## config.mk

```make
export PLATFORM = sky130hd
export DESIGN_NAME = marble_launcher
export DESIGN_NICKNAME = d
export VERILOG_FILES = /design/src/rtl/marble_launcher.sv
export SDC_FILE = /design/constraint.sdc
export NUM_CORES = 1
export LEC_CHECK = 0
export BUFFER_PORTS_ARGS = -buffer_cell sky130_fd_sc_hd__buf_2
export CAP_MARGIN = 0
export CORE_MARGIN = 8
export CORE_UTILIZATION = 53
export CTS_CLUSTER_DIAMETER = 200
export DETAILED_ROUTE_END_ITERATION = 10
export HOLD_SLACK_MARGIN = 0.12
export PLACE_DENSITY_LB_ADDON = 0.3
export SYNTH_ARGS = -nofsm -noshare
export SYNTH_HDL_FRONTEND = slang
export SYNTH_SLANG_ARGS = --single-unit
```

## constraint.sdc

```tcl
create_clock -name clk -period 2.7 [get_ports clk]
set_clock_uncertainty 0.05 [all_clocks]
set_input_delay 0.135 -clock clk [delete_from_list [all_inputs] [get_ports clk]]
set_output_delay 0.135 -clock clk [all_outputs]
set_load 0.02 [all_outputs]
```

## src/rtl/marble_launcher.sv

```systemverilog
// Marble board sequencer: holds blue/red reservoirs, releases one marble per
// lever trigger, times each transit and halts on catch, empty reservoir or loss.
module marble_launcher #(
    parameter int DEPTH  = 8,
    parameter int CNT_W  = 4,
    parameter int TRAVEL = 16
) (
    input  logic             clk,
    input  logic             rst_n,
    input  logic             start,
    input  logic             start_red,
    input  logic             load_valid,
    input  logic [CNT_W-1:0] load_blue,
    input  logic [CNT_W-1:0] load_red,
    input  logic             trig_left,
    input  logic             trig_right,
    input  logic             intercept,
    output logic             drop_blue,
    output logic             drop_red,
    output logic [CNT_W-1:0] blue_count,
    output logic [CNT_W-1:0] red_count,
    output logic [7:0]       released,
    output logic             busy,
    output logic             halted,
    output logic             empty_fault,
    output logic             timeout,
    output logic             collision
);

    localparam int TMR_W = $clog2(TRAVEL + 1);

    typedef enum logic [1:0] {IDLE, IN_FLIGHT, HALTED} state_t;

    state_t           state, state_n;
    logic [CNT_W-1:0] blue_n, red_n;
    logic [7:0]       released_n;
    logic [TMR_W-1:0] timer, timer_n;
    logic             drop_blue_n, drop_red_n;
    logic             empty_fault_n, timeout_n, collision_n;
    logic             rel_go, rel_red;

    function automatic logic [CNT_W-1:0] clamp_depth(input logic [CNT_W-1:0] v);
        return (v > CNT_W'(DEPTH)) ? CNT_W'(DEPTH) : v;
    endfunction

    always_comb begin
        state_n       = state;
        blue_n        = blue_count;
        red_n         = red_count;
        released_n    = released;
        timer_n       = timer;
        drop_blue_n   = 1'b0;
        drop_red_n    = 1'b0;
        empty_fault_n = empty_fault;
        timeout_n     = timeout;
        collision_n   = collision;
        rel_go        = 1'b0;
        rel_red       = 1'b0;

        case (state)
            IDLE: begin
                if (load_valid) begin
                    blue_n = clamp_depth(load_blue);
                    red_n  = clamp_depth(load_red);
                end
                if (start) begin
                    rel_go     = 1'b1;
                    rel_red    = start_red;
                    released_n = 8'd0;
                end
            end
            IN_FLIGHT: begin
                if (intercept) begin
                    state_n = HALTED;
                end else if (trig_left || trig_right) begin
                    // Simultaneous triggers: blue is served, red is dropped on the floor.
                    rel_go  = 1'b1;
                    rel_red = !trig_left;
                    if (trig_left && trig_right) collision_n = 1'b1;
                end else if (timer <= TMR_W'(1)) begin
                    timer_n   = '0;
                    timeout_n = 1'b1;
                    state_n   = HALTED;
                end else begin
                    timer_n = timer - TMR_W'(1);
                end
            end
            HALTED: begin
                if (load_valid) begin
                    blue_n  = clamp_depth(load_blue);
                    red_n   = clamp_depth(load_red);
                    state_n = IDLE;
                end
                if (load_valid || start) begin
                    empty_fault_n = 1'b0;
                    timeout_n     = 1'b0;
                    collision_n   = 1'b0;
                end
                if (start) begin
                    rel_go     = 1'b1;
                    rel_red    = start_red;
                    released_n = 8'd0;
                end
            end
            default: state_n = IDLE;
        endcase

        // Release uses the post-load counts so a same-cycle load+start drops from the new load.
        if (rel_go) begin
            if (rel_red && red_n != '0) begin
                red_n      = red_n - CNT_W'(1);
                drop_red_n = 1'b1;
                released_n = released_n + 8'd1;
                timer_n    = TMR_W'(TRAVEL);
                state_n    = IN_FLIGHT;
            end else if (!rel_red && blue_n != '0) begin
                blue_n      = blue_n - CNT_W'(1);
                drop_blue_n = 1'b1;
                released_n  = released_n + 8'd1;
                timer_n     = TMR_W'(TRAVEL);
                state_n     = IN_FLIGHT;
            end else begin
                empty_fault_n = 1'b1;
                state_n       = HALTED;
            end
        end
    end

    always_ff @(posedge clk or negedge rst_n) begin
        if (!rst_n) begin
            state       <= IDLE;
            blue_count  <= '0;
            red_count   <= '0;
            released    <= '0;
            timer       <= '0;
            drop_blue   <= 1'b0;
            drop_red    <= 1'b0;
            empty_fault <= 1'b0;
            timeout     <= 1'b0;
            collision   <= 1'b0;
        end else begin
            state       <= state_n;
            blue_count  <= blue_n;
            red_count   <= red_n;
            released    <= released_n;
            timer       <= timer_n;
            drop_blue   <= drop_blue_n;
            drop_red    <= drop_red_n;
            empty_fault <= empty_fault_n;
            timeout     <= timeout_n;
            collision   <= collision_n;
        end
    end

    assign busy   = (state == IN_FLIGHT);
    assign halted = (state == HALTED);

endmodule

```

---- After elaboration in Yosys (flattened, before gate mapping) ----
Index checks and enable logic that the tools add are counted.
storage, ports and cells
  logic and storage cells ................. 102
  register bits after elaboration ......... 28
cells by class
  reduce and logical (&&, ||, !) cells .... 15
  equal/unequal tests ..................... 12
  multiplexer cells ....................... 58
  $lt $le $gt $ge ......................... 3
  add/sub/neg operators ................... 4
operators by type and width
  kind                                                  count
  two-way mux 4 bit                                     11
  two-way mux 8 bit                                     5
  two-way mux 5 bit                                     7
  two-way mux 1 bit                                     23
  two-way mux 2 bit                                     7
  AND reduction 5 bit                                   2
  adder 8 x 1 -> 8 bit (second input constant)          1
  > comparator 4 bit (second input constant)            2
  != test 2 x 1 -> 1 bit (second input constant)        4
  one-hot mux 1 bit (2 select lines)                    4
  nonzero test 4 bit                                    2
  subtractor 4 x 1 -> 4 bit (second input constant)     2
  != test 2 bit (second input constant)                 3
  one-hot mux 2 bit (3 select lines)                    1
  <= comparator 5 x 1 -> 1 bit (second input constant)  1
  subtractor 5 x 1 -> 5 bit (second input constant)     1
  != test 4 x 2 -> 1 bit (second input constant)        1
  != test 4 bit (second input constant)                 1
  AND reduction 4 bit                                   1
  logical AND 1 bit                                     3
  != test 3 x 2 -> 1 bit (second input constant)        1
  equality test 2 x 1 -> 1 bit (second input constant)  1
  equality test 2 bit (second input constant)           1
  logical NOT 1 bit                                     2
  4 further kinds                                       5

---- Depth between registers and ports, before layout ----
  depth in word-level cells ............... 9
  depth in mapped cells ................... 11

---- Worst setup path after synthesis ----
OpenSTA, ideal clock, no wires.
  path type ............................... reg-to-reg
  start point ............................. register state[0]
  end point ............................... register released[1]
  library setup time ...................... 0.125 ns
  arrival time ............................ 2.198 ns
  stages on the path, launching flop included .. 10
  buffers on the path ..................... 2
  slack ................................... 0.327 ns
  path through ............................ dfrtp_1 -> nand2b_1 -> buf_6 -> clkbuf_1 -> nor3b_1 -> a21oi_1 -> ha_1 -> nor3b_2 -> or3_4 -> mux2_4
between the ends
  longest elaborated chain between the ends .. 8
  elaborated cells between the ends (all ways) .. 18
  those cells by class .................... add/sub (1); eq/ne (2); mux (8); reduce/logical (7)
RTL lines
  what                                                          line  text
  start, declared                                               34    state_t state, state_n;
  start signal, assigned                                        142   state <= state_n;
  branches (longest 7 deep; another with adder 8 x 1 -> 8 bit)  -
  two-way mux 8 bit *                                           109   if (rel_go) begin
  via released_n[1]                                             36    logic [7:0] released_n;
  end signal, assigned                                          145   released <= released_n;
  end, declared                                                 22    output logic [7:0] released,
Mark *: on every way through the listed nets, which the timed path passes.
A chain may end at the register's enable or synchronous reset.

---- Final worst setup path ----
  start point ............................. register state[0]
  end point ............................... register released[7]
The elaborated chain is that of the path after synthesis.

==> metrics.csv <==
metric,value,unit
avgSynthCellArea,9.85,um^2
synth-compound-area-share,9.88,%
route.detailed.drc,0,
groute.usage.overall,15.1,%
final_common_cell,buf_2,
peakVddDrop,0.499,mV
die-area,5020,um^2
cts_root_buffer,clkbuf_4,
gp_congestion,0.886,
reg2reg_depth,9,
chipWidth,70.9,um
wl_met2,1.79,mm
yosysWarnings,0,
synth-xor-area-share,6.04,%
worst_hold_path_type,primary input to flop,
leakagePower,0.918,nW
grt_max_degree,29,
tns,0,ns
htree_num_levels,1,
synthAdderAreaFrac,3.92,%
fin_nets,231,
grt_pass1_wl,6.12,mm
crit_path_max_fanout,15,
path_delay_family,simple AND/OR/NAND/NOR gates,
wl_per_cell,14.9,um
worst_slack,0.288,ns
period_share,89.4,%
dp_hpwl,2.82,mm
final_cell_mix,"38 x buf_2, 28 x dfrtp_1, 19 x nor2_1",
timing.critical_path.mode_cell,a21oi_1,
wl_met3,175,um
dieHeight,70.9,um
clock_latency,0.33,ns
tightestPinTransition,0.617,ns
cts.sinks,28,
nFillCells,244,
critPathSlowestCell,dfrtp_1,
clockBufferDepth,2,
path_class,flop to flop,
cp.depth,9,
synth_edf_count,0,
syn-num-nets,183,
status,"finished, final reports clean",
ys_types,38,
cap_violations,0,
place_ws,0.154,ns
synth_top_family_by_area,simple AND/OR/NAND/NOR gates,
drt-met1-wl,1.59,mm
cts-buffers-inserted,3,
hold_viol,0,
slew_headroom,58.9,%
core-area,2950,um^2
ios,39,
via_per_inst,5.48,
crit_buf_inv,1,
grt_overflow,0,
fin_total_pwr,1.81,mW
synth_cells,162,
wirelength,3.60,mm
crit_arrival,2.63,ns
hold_path_depth,4,
ys_ff_latch,28,
critical_path.max_stage_delay,0.44,ns
num_vias,1325,
fp-row-count,20,
period_needed,2.41,ns
start_util,54.0,%
drt_first_pass_iters,4,
fin_area,1920,um^2
max_freq,415,MHz
cts_tree,done,
synthMuxAreaShare,6.12,%
postRouteAntennaNets,0,
place_area,1820,um^2
highest_layer,met4,
io_buffers,38,
crit_chain,"nand2b_2, nor3b_1, a21oi_1, ha_1, nor3b_2, nor3_2, buf_4, nand4_1, a21oi_1",
final_util,65.0,%
ys_seq_area_share,43.9,%
syn_area,1600,um^2
worstSetupEndpointType,flop,
diodes,0,
crit_required,2.92,ns
grt_pass1_vias,1372,
synthToLayoutAreaGrowth,20.2,%
synth_top_flop_cell,dfrtp_1,
power_density,945,nW/um^2
drive_above_1_share,27.3,%
synthArstFlopShare,100,%
clk_pin_slew,0.15,ns
setup_viol,0,
antenna_found_initial,0,
start_kind,flop,
finalMaxSlewViolations,0,
drt-initial-drc-count,71,
rsz0062_at_grt,false,
post_synth_and_or_nand_nor_area_fraction,26.8,%
[timing repair]
action	4_1_cts	5_1_grt
resized for setup	0	1
hold buffers	6	0
setup endpoints to repair	0	5
hold endpoints to repair	32	0
setup buffers	0	0
[routing by layer]
layer  vias up  track usage (%)
met5         -                0
met4         0             6.24
met3         5             4.38
met2        29             25.5
met1       626             17.3
li1        665                -
[synth_stat cells (all sizes together) (4+ instances only)]
| cell | count | share of area [%] |
|---|---|---|
| nor2 | 20 | 4.9 |
| a21oi | 12 | 3.8 |
| nor3 | 7 | 2.8 |
| nor3b | 9 | 5.6 |
| o21ai | 6 | 1.9 |
| mux2i | 7 | 5.2 |
| dfrtp | 28 | 44 |
| xnor2 | 5 | 2.7 |
| nand2 | 12 | 2.8 |
| nand4 | 4 | 1.6 |
| ha | 5 | 3.9 |
| xor2 | 6 | 3.3 |
| inv | 6 | 1.4 |
[cells by family (layout without fill, tap and decap cells)]
group / after synthesis / after routing
multiplexers: 8 / 8
adder cells (fa/ha/maj): 5 / 5
buffers and inverters: 10 / 57
flip-flops: 28 / 28
AND/OR/NAND/NOR: 74 / 74
XOR/XNOR: 11 / 11
AO/OA/AOI/OAI: 26 / 26
[worst reg2reg max path: cells and delay by family (launching register included)]
kind,cells,cell delay [ns]
adders and majority gates,1,0.25
buffers and inverters,1,0.21
DFF,1,0.44
AOI/OAI and AO/OA,2,0.27
and+or+nand+nor,5,1.13
[layout make-up]
class                   count  area, um^2  share of cell area [%]
clock buffers               4        36.3                    1.89
flip-flops and latches     28         701                    36.5
inverters                   6        22.5                    1.17
repair buffers             47         273                    14.2
well taps                  33        41.3                    2.15
multi-input cells         124         845                    44.0
[sequential cells by signal (all words and copies together) (netlist names)]
name / flops
timer: 5
released: 8
state: 2
collision: 1
drop_blue: 1
timeout: 1
blue_count: 4
empty_fault: 1
red_count: 4
drop_red: 1
[power breakdown]
group          internal (mW)  total, mW  switching (mW)
Clock                 0.0827      0.207           0.124
Combinational          0.381      0.948           0.567
Sequential             0.558      0.658           0.101
[through the flow]
step	hold slack [ns]	instances
5_1_grt	0.123	242
6_report	0.135	242
3_3_place_gp	0.128	232
2_1_floorplan	-0.211	162
4_1_cts	0.120	242
3_5_place_dp	0.143	232
[path summary, 6_finish.rpt]
path / to / start / slack, ns
worst max-delay path: released[7] / state[0] / 0.29
worst min-delay path: collision / trig_right / 0.14
worst max register to register: released[7] / state[0] / 0.29
worst min register to register: timeout / timeout / 0.44
max in group asynchronous: released[2] / rst_n / 1.92
min in group asynchronous: collision / rst_n / 0.27
Power figures use the tool's default switching activity.
